<file path="src/rtl/pipelined_barrel_shifter.sv">
// Pipelined barrel shifter (SLL/SRL/SRA/ROR) with valid/ready on both sides.
// Shift level k is applied in stage floor(k*STAGES/SHAMT_W); a stall freezes every stage.
module pipelined_barrel_shifter #(
    parameter int unsigned WIDTH   = 32,
    parameter int unsigned SHAMT_W = $clog2(WIDTH),
    parameter int unsigned STAGES  = 5
) (
    input  logic               clock,
    input  logic               reset,
    input  logic               in_valid,
    output logic               in_ready,
    input  logic [WIDTH-1:0]   data_operandA,
    input  logic [SHAMT_W-1:0] ctrl_shiftamt,
    input  logic [1:0]         ctrl_mode,
    output logic               out_valid,
    input  logic               out_ready,
    output logic [WIDTH-1:0]   data_result,
    output logic               result_zero
);

    typedef enum logic [1:0] {
        ModeSll = 2'b00,
        ModeSrl = 2'b01,
        ModeSra = 2'b10,
        ModeRor = 2'b11
    } mode_e;

    function automatic logic [WIDTH-1:0] shift_level(input logic [WIDTH-1:0] d,
                                                     input mode_e            mode,
                                                     input logic             sign,
                                                     input int unsigned      amt);
        logic [WIDTH-1:0] ones;
        logic [WIDTH-1:0] res;
        ones = '1;
        case (mode)
            ModeSll: res = d << amt;
            ModeSrl: res = d >> amt;
            ModeSra: res = (d >> amt) | (sign ? ~(ones >> amt) : '0);
            default: res = (d >> amt) | (d << (WIDTH - amt));
        endcase
        return res;
    endfunction

    logic [WIDTH-1:0]   data_q  [STAGES];
    logic [WIDTH-1:0]   data_d  [STAGES];
    logic [SHAMT_W-1:0] shamt_q [STAGES];
    logic [SHAMT_W-1:0] shamt_d [STAGES];
    mode_e              mode_q  [STAGES];
    mode_e              mode_d  [STAGES];
    logic               sign_q  [STAGES];
    logic               sign_d  [STAGES];
    logic               valid_q [STAGES];
    logic               valid_d [STAGES];
    logic               zero_q;
    logic               zero_d;
    logic               stall;

    always_comb begin
        stall    = valid_q[STAGES-1] & ~out_ready;
        in_ready = ~stall & reset;

        data_d[0]  = data_operandA;
        shamt_d[0] = ctrl_shiftamt;
        mode_d[0]  = mode_e'(ctrl_mode);
        sign_d[0]  = data_operandA[WIDTH-1];
        valid_d[0] = in_valid & in_ready;
        for (int s = 1; s < int'(STAGES); s++) begin
            data_d[s]  = data_q[s-1];
            shamt_d[s] = shamt_q[s-1];
            mode_d[s]  = mode_q[s-1];
            sign_d[s]  = sign_q[s-1];
            valid_d[s] = valid_q[s-1];
        end

        // SRA fills with the operand's original sign at every level, not the partial result's MSB.
        for (int s = 0; s < int'(STAGES); s++) begin
            for (int k = 0; k < int'(SHAMT_W); k++) begin
                if ((k * int'(STAGES)) / int'(SHAMT_W) == s && shamt_d[s][k]) begin
                    data_d[s] = shift_level(data_d[s], mode_d[s], sign_d[s], 1 << k);
                end
            end
        end

        zero_d = (data_d[STAGES-1] == '0);
    end

    always_ff @(posedge clock) begin
        if (!reset) begin
            for (int s = 0; s < int'(STAGES); s++) begin
                data_q[s]  <= '0;
                shamt_q[s] <= '0;
                mode_q[s]  <= ModeSll;
                sign_q[s]  <= 1'b0;
                valid_q[s] <= 1'b0;
            end
            zero_q <= 1'b0;
        end else if (!stall) begin
            for (int s = 0; s < int'(STAGES); s++) begin
                shamt_q[s] <= shamt_d[s];
                mode_q[s]  <= mode_d[s];
                sign_q[s]  <= sign_d[s];
                valid_q[s] <= valid_d[s];
            end
            for (int s = 0; s < int'(STAGES) - 1; s++) begin
                data_q[s] <= data_d[s];
            end
            // Output register only loads real results so it reads 0 until the first one.
            if (valid_d[STAGES-1]) begin
                data_q[STAGES-1] <= data_d[STAGES-1];
                zero_q           <= zero_d;
            end
        end
    end

    assign out_valid   = valid_q[STAGES-1];
    assign data_result = data_q[STAGES-1];
    assign result_zero = zero_q;

endmodule

</file>
<file path="config.mk">
export PLATFORM = sky130hd
export DESIGN_NAME = pipelined_barrel_shifter
export DESIGN_NICKNAME = d
export VERILOG_FILES = /design/src/rtl/pipelined_barrel_shifter.sv
export SDC_FILE = /design/constraint.sdc
export NUM_CORES = 1
export LEC_CHECK = 0
export BUFFER_PORTS_ARGS = -buffer_cell sky130_fd_sc_hd__buf_2
export CELL_PAD_IN_SITES_DETAIL_PLACEMENT = 0
export CELL_PAD_IN_SITES_GLOBAL_PLACEMENT = 2
export CORE_MARGIN = 4
export CORE_UTILIZATION = 42
export DETAILED_ROUTE_END_ITERATION = 10
export GPL_ROUTABILITY_DRIVEN = 1
export MAX_ROUTING_LAYER = met4
export PLACE_DENSITY = 0.93
export SLEW_MARGIN = 20
export SYNTH_ARGS = -nofsm -noshare
export SYNTH_HDL_FRONTEND = slang
export SYNTH_SLANG_ARGS = --single-unit
export TNS_END_PERCENT = 1
</file>
<file path="constraint.sdc">
create_clock -name clock -period 14 [get_ports clock]
set_input_delay 0.7 -clock clock [delete_from_list [all_inputs] [get_ports clock]]
set_output_delay 0.7 -clock clock [all_outputs]
set_load 0.005 [all_outputs]
</file>
==> impl_metrics.py, run 1 <==
metrics = {
    "synth": {
        "synth_edf_count": 187,
        "syn_avg_cell_area_sq_um": 9.836,
        "synthAdderAreaFrac_pct": 0,
        "syn-num-nets": 1051,
        "syn_area_sq_um": 9915,
        "ys_types": 36,
        "synth_xor_area_share_pct": 0.2524,
        "synthFlopType": "edfxtp_1",
        "synth-compound-area-share_pct": 17.79,
        "postSynth.asyncResetShare_pct": 0,
        "yosysSeqAreaShare_pct": 56.84,
        "synth-seq-cells": 188,
        "ys_top_cells_by_area": "edfxtp_1, a311oi_1, nand2_1",
        "ys_warn_count": 0,
        "yosys.area_share.simple_pct": 18.83,
        "synthCells": 1008,
        "synth_top_area_share_pct": 56.64,
        "yosys.area.top_type": "edfxtp_1",
        "synth_top_family_by_area": "simple AND/OR/NAND/NOR gates",
        "synth.area.mux_share_pct": 0,
    },
    "sta": {
        "slew_headroom_pct": 29.84,
        "tightest_slew_ps": 1052,
        "rsz0062_at_grt": "false",
        "fin_crit_sh_pct": 22.57,
        "setup_viol": 0,
        "skew_ps": 10.57,
        "whs_ps": 508.4,
        "fmax_mhz": 316.4,
        "finalHoldViolCount": 0,
        "tns_ps": 0,
        "period_needed_ps": 3160,
        "maxSlewViolCount": 0,
    },
    "clock_tree": {
        "clock-sinks": 188,
        "root_buffer": "clkbuf_16",
        "h-tree-depth": 4,
        "ctsHoldBuffers": 0,
        "cts_tree": "built",
        "clk_latency_ps": 430,
        "cts_resized": 0,
        "path_clk_slew_ps": 60,
        "cts_buffer_depth": 2,
        "cts-buffers-inserted": 17,
        "cts_setup_buffers": 0,
    },
    "status": {
        "status": "finished, final reports clean",
    },
    "floorplanning": {
        "die_height_um": 161.6,
        "chipWidth_um": 161.6,
        "num_rows": 55,
        "initial_core_util_pct": 43.27,
        "die-area_sq_um": 26130,
        "io_pins": 78,
        "coreArea_sq_um": 22920,
    },
    "detailed_routing": {
        "drc": 0,
        "dr.first_iter.drc_count": 583,
        "drt-wirelength-per-cell_um": 16.06,
        "drtAntennaViolNets": 0,
        "vias_per_cell": 5.503,
        "vias": 7236,
        "drt_wl_total_um": 21110,
        "firstDrtPassIters": 5,
    },
    "final_layout": {
        "multi_input_area_sq_um": 3669,
        "regArea_sq_um": 5635,
        "areaGrowthSynthToFinish_pct": 8.872,
        "layout-drive-gt1-share_pct": 12.57,
        "antenna_cells": 0,
        "nets": 1033,
        "fill_cells": 2175,
    },
    "pwr": {
        "p_comb_share_pct": 9.4,
        "seq_power_share_pct": 53.1,
        "pwr-share-clk_pct": 37.5,
        "power_density_nw_per_um2": 120.6,
        "p_leak_nw": 3.951,
        "swShare_pct": 24.14,
        "intPower_uw": 987.3,
        "power.switching_uw": 314.2,
        "power.total_mw": 1.301,
        "max-vdd-ir-drop_uv": 70.23,
    },
    "worst_setup_path": {
        "crit_fanout": 63,
        "critPathCaptureType": "primary output",
        "crit_path_cell_trace": "nand2b_1, nand2_4, inv_1, buf_2",
        "critPathSlowestCell": "nand2b_1",
        "slowest_delay_ps": 660,
        "cp.required_ps": 13300,
        "worstSetupPathType": "reg -> out",
        "r2r_cells": 4,
        "startpoint_type": "flop",
        "arrival_ps": 2460,
    },
    "hold_path": {
        "min-delay-path-class": "reg -> reg",
        "min_path_cells": 2,
    },
    "placed_design": {
        "io_buffers": 77,
        "gp_congestion": 0.8890,
        "hpwl_um": 13700,
    },
    "flow_run": {
        "maxCapViolations": 0,
    },
    "grt": {
        "grt_pass1_wl_um": 35010,
        "grt_usage_pct": 16.72,
        "grt-ovfl-total": 0,
        "grt_max_degree": 156,
        "antenna_found_initial": 0,
        "grt_pass1_vias": 6814,
    },
}
-- kinds of logic (layout without fill, tap and decap cells) --
group                     count (synthesis)  count (layout)
DFF                                     188             188
buffers and inverters                   132             126
AOI/OAI and AO/OA                       252             252
xor gates and xnor gates                  2               2
and+or+nand+nor                         434             434
-- sequential cells by signal, summed over array words and instances (netlist names) --
| name | flops |
|---|---|
| sign_q | 4 |
| shamt_q | 10 |
| data_q | 160 |
| result_zero | 1 |
| mode_q | 8 |
| valid_q | 5 |
-- worst max-delay path: cells and delay by family, from the launching register on --
family / cells / cell delay, ps
and+or+nand+nor: 2 / 1220
buffers and inverters: 2 / 400
DFF: 1 / 400
-- power groups by stage --
stage          logic (mW)  registers (mW)  clock network (mW)
2_1_floorplan       0.101           0.688                   0
3_3_place_gp        0.123           0.704                   0
3_5_place_dp        0.124           0.704                   0
4_1_cts             0.124           0.691               0.499
5_1_grt             0.141           0.696               0.524
6_report            0.122           0.691               0.488
-- placed cells by master (no fill, tap or decap), types with 2 or more instances in the layout --
| master | synthesis | final |
|---|---|---|
| a211oi_1 | 16 | 16 |
| a21oi_1 | 39 | 39 |
| a22oi_1 | 16 | 16 |
| a2bb2oi_1 | 4 | 4 |
| a311oi_1 | 98 | 98 |
| and2_1 | 2 | 2 |
| and3_1 | 27 | 27 |
| buf_2 | 5 | 77 |
| buf_4 | 32 | 9 |
| bufinv_16 | 0 | 3 |
| clkbuf_16 | 0 | 17 |
| clkinv_2 | 0 | 2 |
| clkinv_4 | 0 | 2 |
| clkinvlp_4 | 0 | 3 |
| edfxtp_1 | 187 | 187 |
| inv_1 | 8 | 8 |
| inv_6 | 0 | 3 |
| nand2_1 | 175 | 173 |
| nand2b_1 | 21 | 21 |
| nand3_1 | 17 | 17 |
| nand3b_1 | 2 | 2 |
| nor2_1 | 151 | 150 |
| nor2b_1 | 13 | 13 |
| nor3_1 | 13 | 13 |
| nor4_1 | 5 | 5 |
| o2111ai_1 | 2 | 2 |
| o211ai_1 | 9 | 9 |
| o21ai_0 | 64 | 64 |
| or2_2 | 5 | 5 |
-- worst paths after layout --
kind | endpoint | start | slack, ps
max | in_ready | valid_q[0][4] | 10840
min | result_zero | result_zero | 510
max reg2reg | data_q[0][31] | valid_q[0][4] | 11020
min reg2reg | result_zero | result_zero | 510
-- layout make-up --
class / count / share of cell area, %
Sequential cell: 188 / 52.21
Timing Repair Buffer: 87 / 4.382
Inverter: 8 / 0.2782
Multi-Input combinational cell: 688 / 33.99
Clock inverter: 13 / 1.542
Tap cell: 313 / 3.628
Clock buffer: 18 / 3.976
-- synth_stat cells, types with 2 or more instances --
library cell	instances
a2bb2oi_1	4
clkbuf_1	78
a211oi_1	16
nand2_1	175
buf_4	32
a22oi_1	16
a311oi_1	98
nand2b_1	21
nor3_1	13
nand3_1	17
a21oi_1	39
edfxtp_1	187
and3_1	27
nor4_1	5
buf_2	5
o21ai_0	64
and2_1	2
nor2_1	151
or2_2	5
o211ai_1	9
nand3b_1	2
inv_1	8
nor2b_1	13
buf_1	8
o2111ai_1	2
-- metal layers --
layer	vias up	track usage, %	part of all wire, %
li1	3640	-	-
met3	23	2.628	3.6
met1	3408	21.12	45
met2	165	27.53	50
met4	0	5.959	2.0
met5	-	-	0
-- per-stage QoR --
stage | utilization [%] | setup slack (ps) | area [sq um] | instances
6_report | 47.10 | 10840 | 10790 | 1315
5_1_grt | 47.10 | 10590 | 10790 | 1315
3_3_place_gp | 44.49 | 10550 | 10200 | 1284
4_1_cts | 47.09 | 10850 | 10790 | 1315
2_1_floorplan | - | 7764 | 9915 | 1008
3_5_place_dp | 44.49 | 10540 | 10200 | 1284
No activity file was read; power rests on OpenSTA's default activity.
==> inputs of run 2 (changes only) <==
CORE_UTILIZATION = 39   (was 42)
PLACE_DENSITY = 0.88   (was 0.93)
clock period = 3 ns   (was 14 ns; I/O delays follow)
==> impl_metrics.py, run 2 (synthesis results as in run 1) <==
metrics = {
    "sta": {
        "setup_viol": 0,
        "skew_ps": 7.791,
        "whs_ps": 23.39,
        "fin_crit_sh_pct": 71.78,
        "period_needed_ps": 2153,
        "maxSlewViolCount": 0,
        "tightest_slew_ps": 1051,
        "rsz0062_at_grt": "false",
        "slew_headroom_pct": 29.95,
        "finalHoldViolCount": 0,
        "fin_ws_ps": 846.6,
        "fmax_mhz": 464.4,
    },
    "final_layout": {
        "fin_area_sq_um": 11020,
        "antenna_cells": 0,
        "nets": 1048,
        "fin_cells": 1348,
        "layout-drive-gt1-share_pct": 13.65,
        "final_cell_mix": "edfxtp_1, nand2_1, nor2_1",
        "largest_reg_flops": 160,
        "multi_input_area_sq_um": 3664,
        "fill_cells": 2449,
        "largest_register": "data_q",
        "areaGrowthSynthToFinish_pct": 11.17,
        "largestRegisters": "data_q: 160 flops, shamt_q: 10 flops, mode_q: 8 flops",
        "regArea_sq_um": 5635,
        "final_common_cell": "edfxtp_1",
    },
    "detailed_routing": {
        "drtAntennaViolNets": 0,
        "vias_per_cell": 5.480,
        "vias": 7387,
        "drc": 0,
        "dr.first_iter.drc_count": 534,
        "drt-wirelength-per-cell_um": 16.27,
        "drt_wl_total_um": 21930,
        "firstDrtPassIters": 5,
    },
    "worst_setup_path": {
        "cp.required_ps": 2850,
        "rrSetupSlack_ps": 1010,
        "critPathSlowestCell": "edfxtp_1",
        "r2r_end": "result_zero",
        "r2r_cells": 5,
        "timing.rr.start": "shamt_q[0][19]",
        "worstSetupPathType": "reg -> out",
        "cp_num_buf_inv": 3,
        "crit_fanout": 54,
        "path_delay_family": "buffers and inverters",
        "critPathCaptureType": "primary output",
        "arrival_ps": 2000,
        "startpoint_type": "flop",
        "crit_path_cell_trace": "nand2b_1, buf_4, nand2_4, inv_1, buf_2",
        "slowest_delay_ps": 400,
    },
    "clock_tree": {
        "cts_resized": 0,
        "cts-buffers-inserted": 17,
        "clk_latency_ps": 440,
        "cts_buffer_depth": 2,
        "ctsHoldBuffers": 0,
        "cts_setup_buffers": 0,
        "clock-sinks": 188,
        "cts_tree": "built",
        "root_buffer": "clkbuf_16",
        "h-tree-depth": 4,
        "path_clk_slew_ps": 70,
    },
    "pwr": {
        "power_density_nw_per_um2": 571.0,
        "power.total_mw": 6.294,
        "max-vdd-ir-drop_uv": 267.2,
        "p_leak_nw": 4.070,
    },
    "grt": {
        "grt_max_degree": 68,
        "antenna_found_initial": 0,
        "grt_pass1_wl_um": 35820,
        "grt-ovfl-total": 0,
        "grt_usage_pct": 15.92,
        "grt_pass1_vias": 6851,
    },
    "floorplanning": {
        "die_height_um": 167.4,
        "coreArea_sq_um": 25110,
        "num_rows": 58,
        "chipWidth_um": 167.4,
        "initial_core_util_pct": 39.49,
        "die-area_sq_um": 28040,
        "io_pins": 78,
    },
    "hold_path": {
        "hp-start": "ctrl_shiftamt[2]",
        "hold_path_end": "shamt_q[0][2]",
        "min_path_cells": 2,
        "min-delay-path-class": "in -> reg",
    },
    "placed_design": {
        "hpwl_um": 14920,
        "placed_cell_area_sq_um": 10380,
        "place_ws_ps": 1015,
        "gp_congestion": 0.8424,
        "io_buffers": 77,
        "dp.cells": 1316,
    },
    "flow_run": {
        "maxCapViolations": 0,
    },
    "status": {
        "status": "finished, final reports clean",
    },
}
run 2: worst max path at each step:
stage | start | end | cells after the start
after detailed placement | mode_q[0][7] | result_zero | 4
after global routing | valid_q[0][4] | in_ready | 5
after global placement | mode_q[0][7] | result_zero | 4
after CTS | valid_q[0][4] | in_ready | 5
final | valid_q[0][4] | in_ready | 5
after floorplan | reset | data_q[0][0] | 3
run 2: area by class of cell:
| cell class | count | share of cell area [%] |
|---|---|---|
| repair buffers | 102 | 5.767 |
| inverters | 8 | 0.2724 |
| multi-input cells | 688 | 33.24 |
| clock buffers | 19 | 3.928 |
| flip-flops and latches | 188 | 51.13 |
| well taps | 330 | 3.746 |
| clock inverters | 13 | 1.918 |
run 2: metrics by stage:
stage	utilization, %	setup TNS (ps)
after floorplan	-	-381060
after global placement	41.33	0
after CTS	43.90	0
final	43.90	0
after global routing	43.90	0
after detailed placement	41.33	0
run 2: worst register-to-register path: stages, from the launching register on:
cell and delay, ps:
edfxtp_1 770, o21a_1 660, o2bb2ai_1 180, a211oi_1 60, o2111ai_1 110, o31ai_1 100
run 2: where the power goes:
group	internal (mW)	switching, mW
registers	3.08	0.146
clock network	1.49	0.984
logic	0.231	0.367
total	4.80	1.50
run 2: routing by layer:
layer	vias to the layer above	global-route usage (%)	part of all wire, %
li1	3673	-	-
met1	3523	20.31	45
met2	168	26.19	49
met3	23	2.479	4.0
met4	0	5.222	1.5
met5	-	-	0
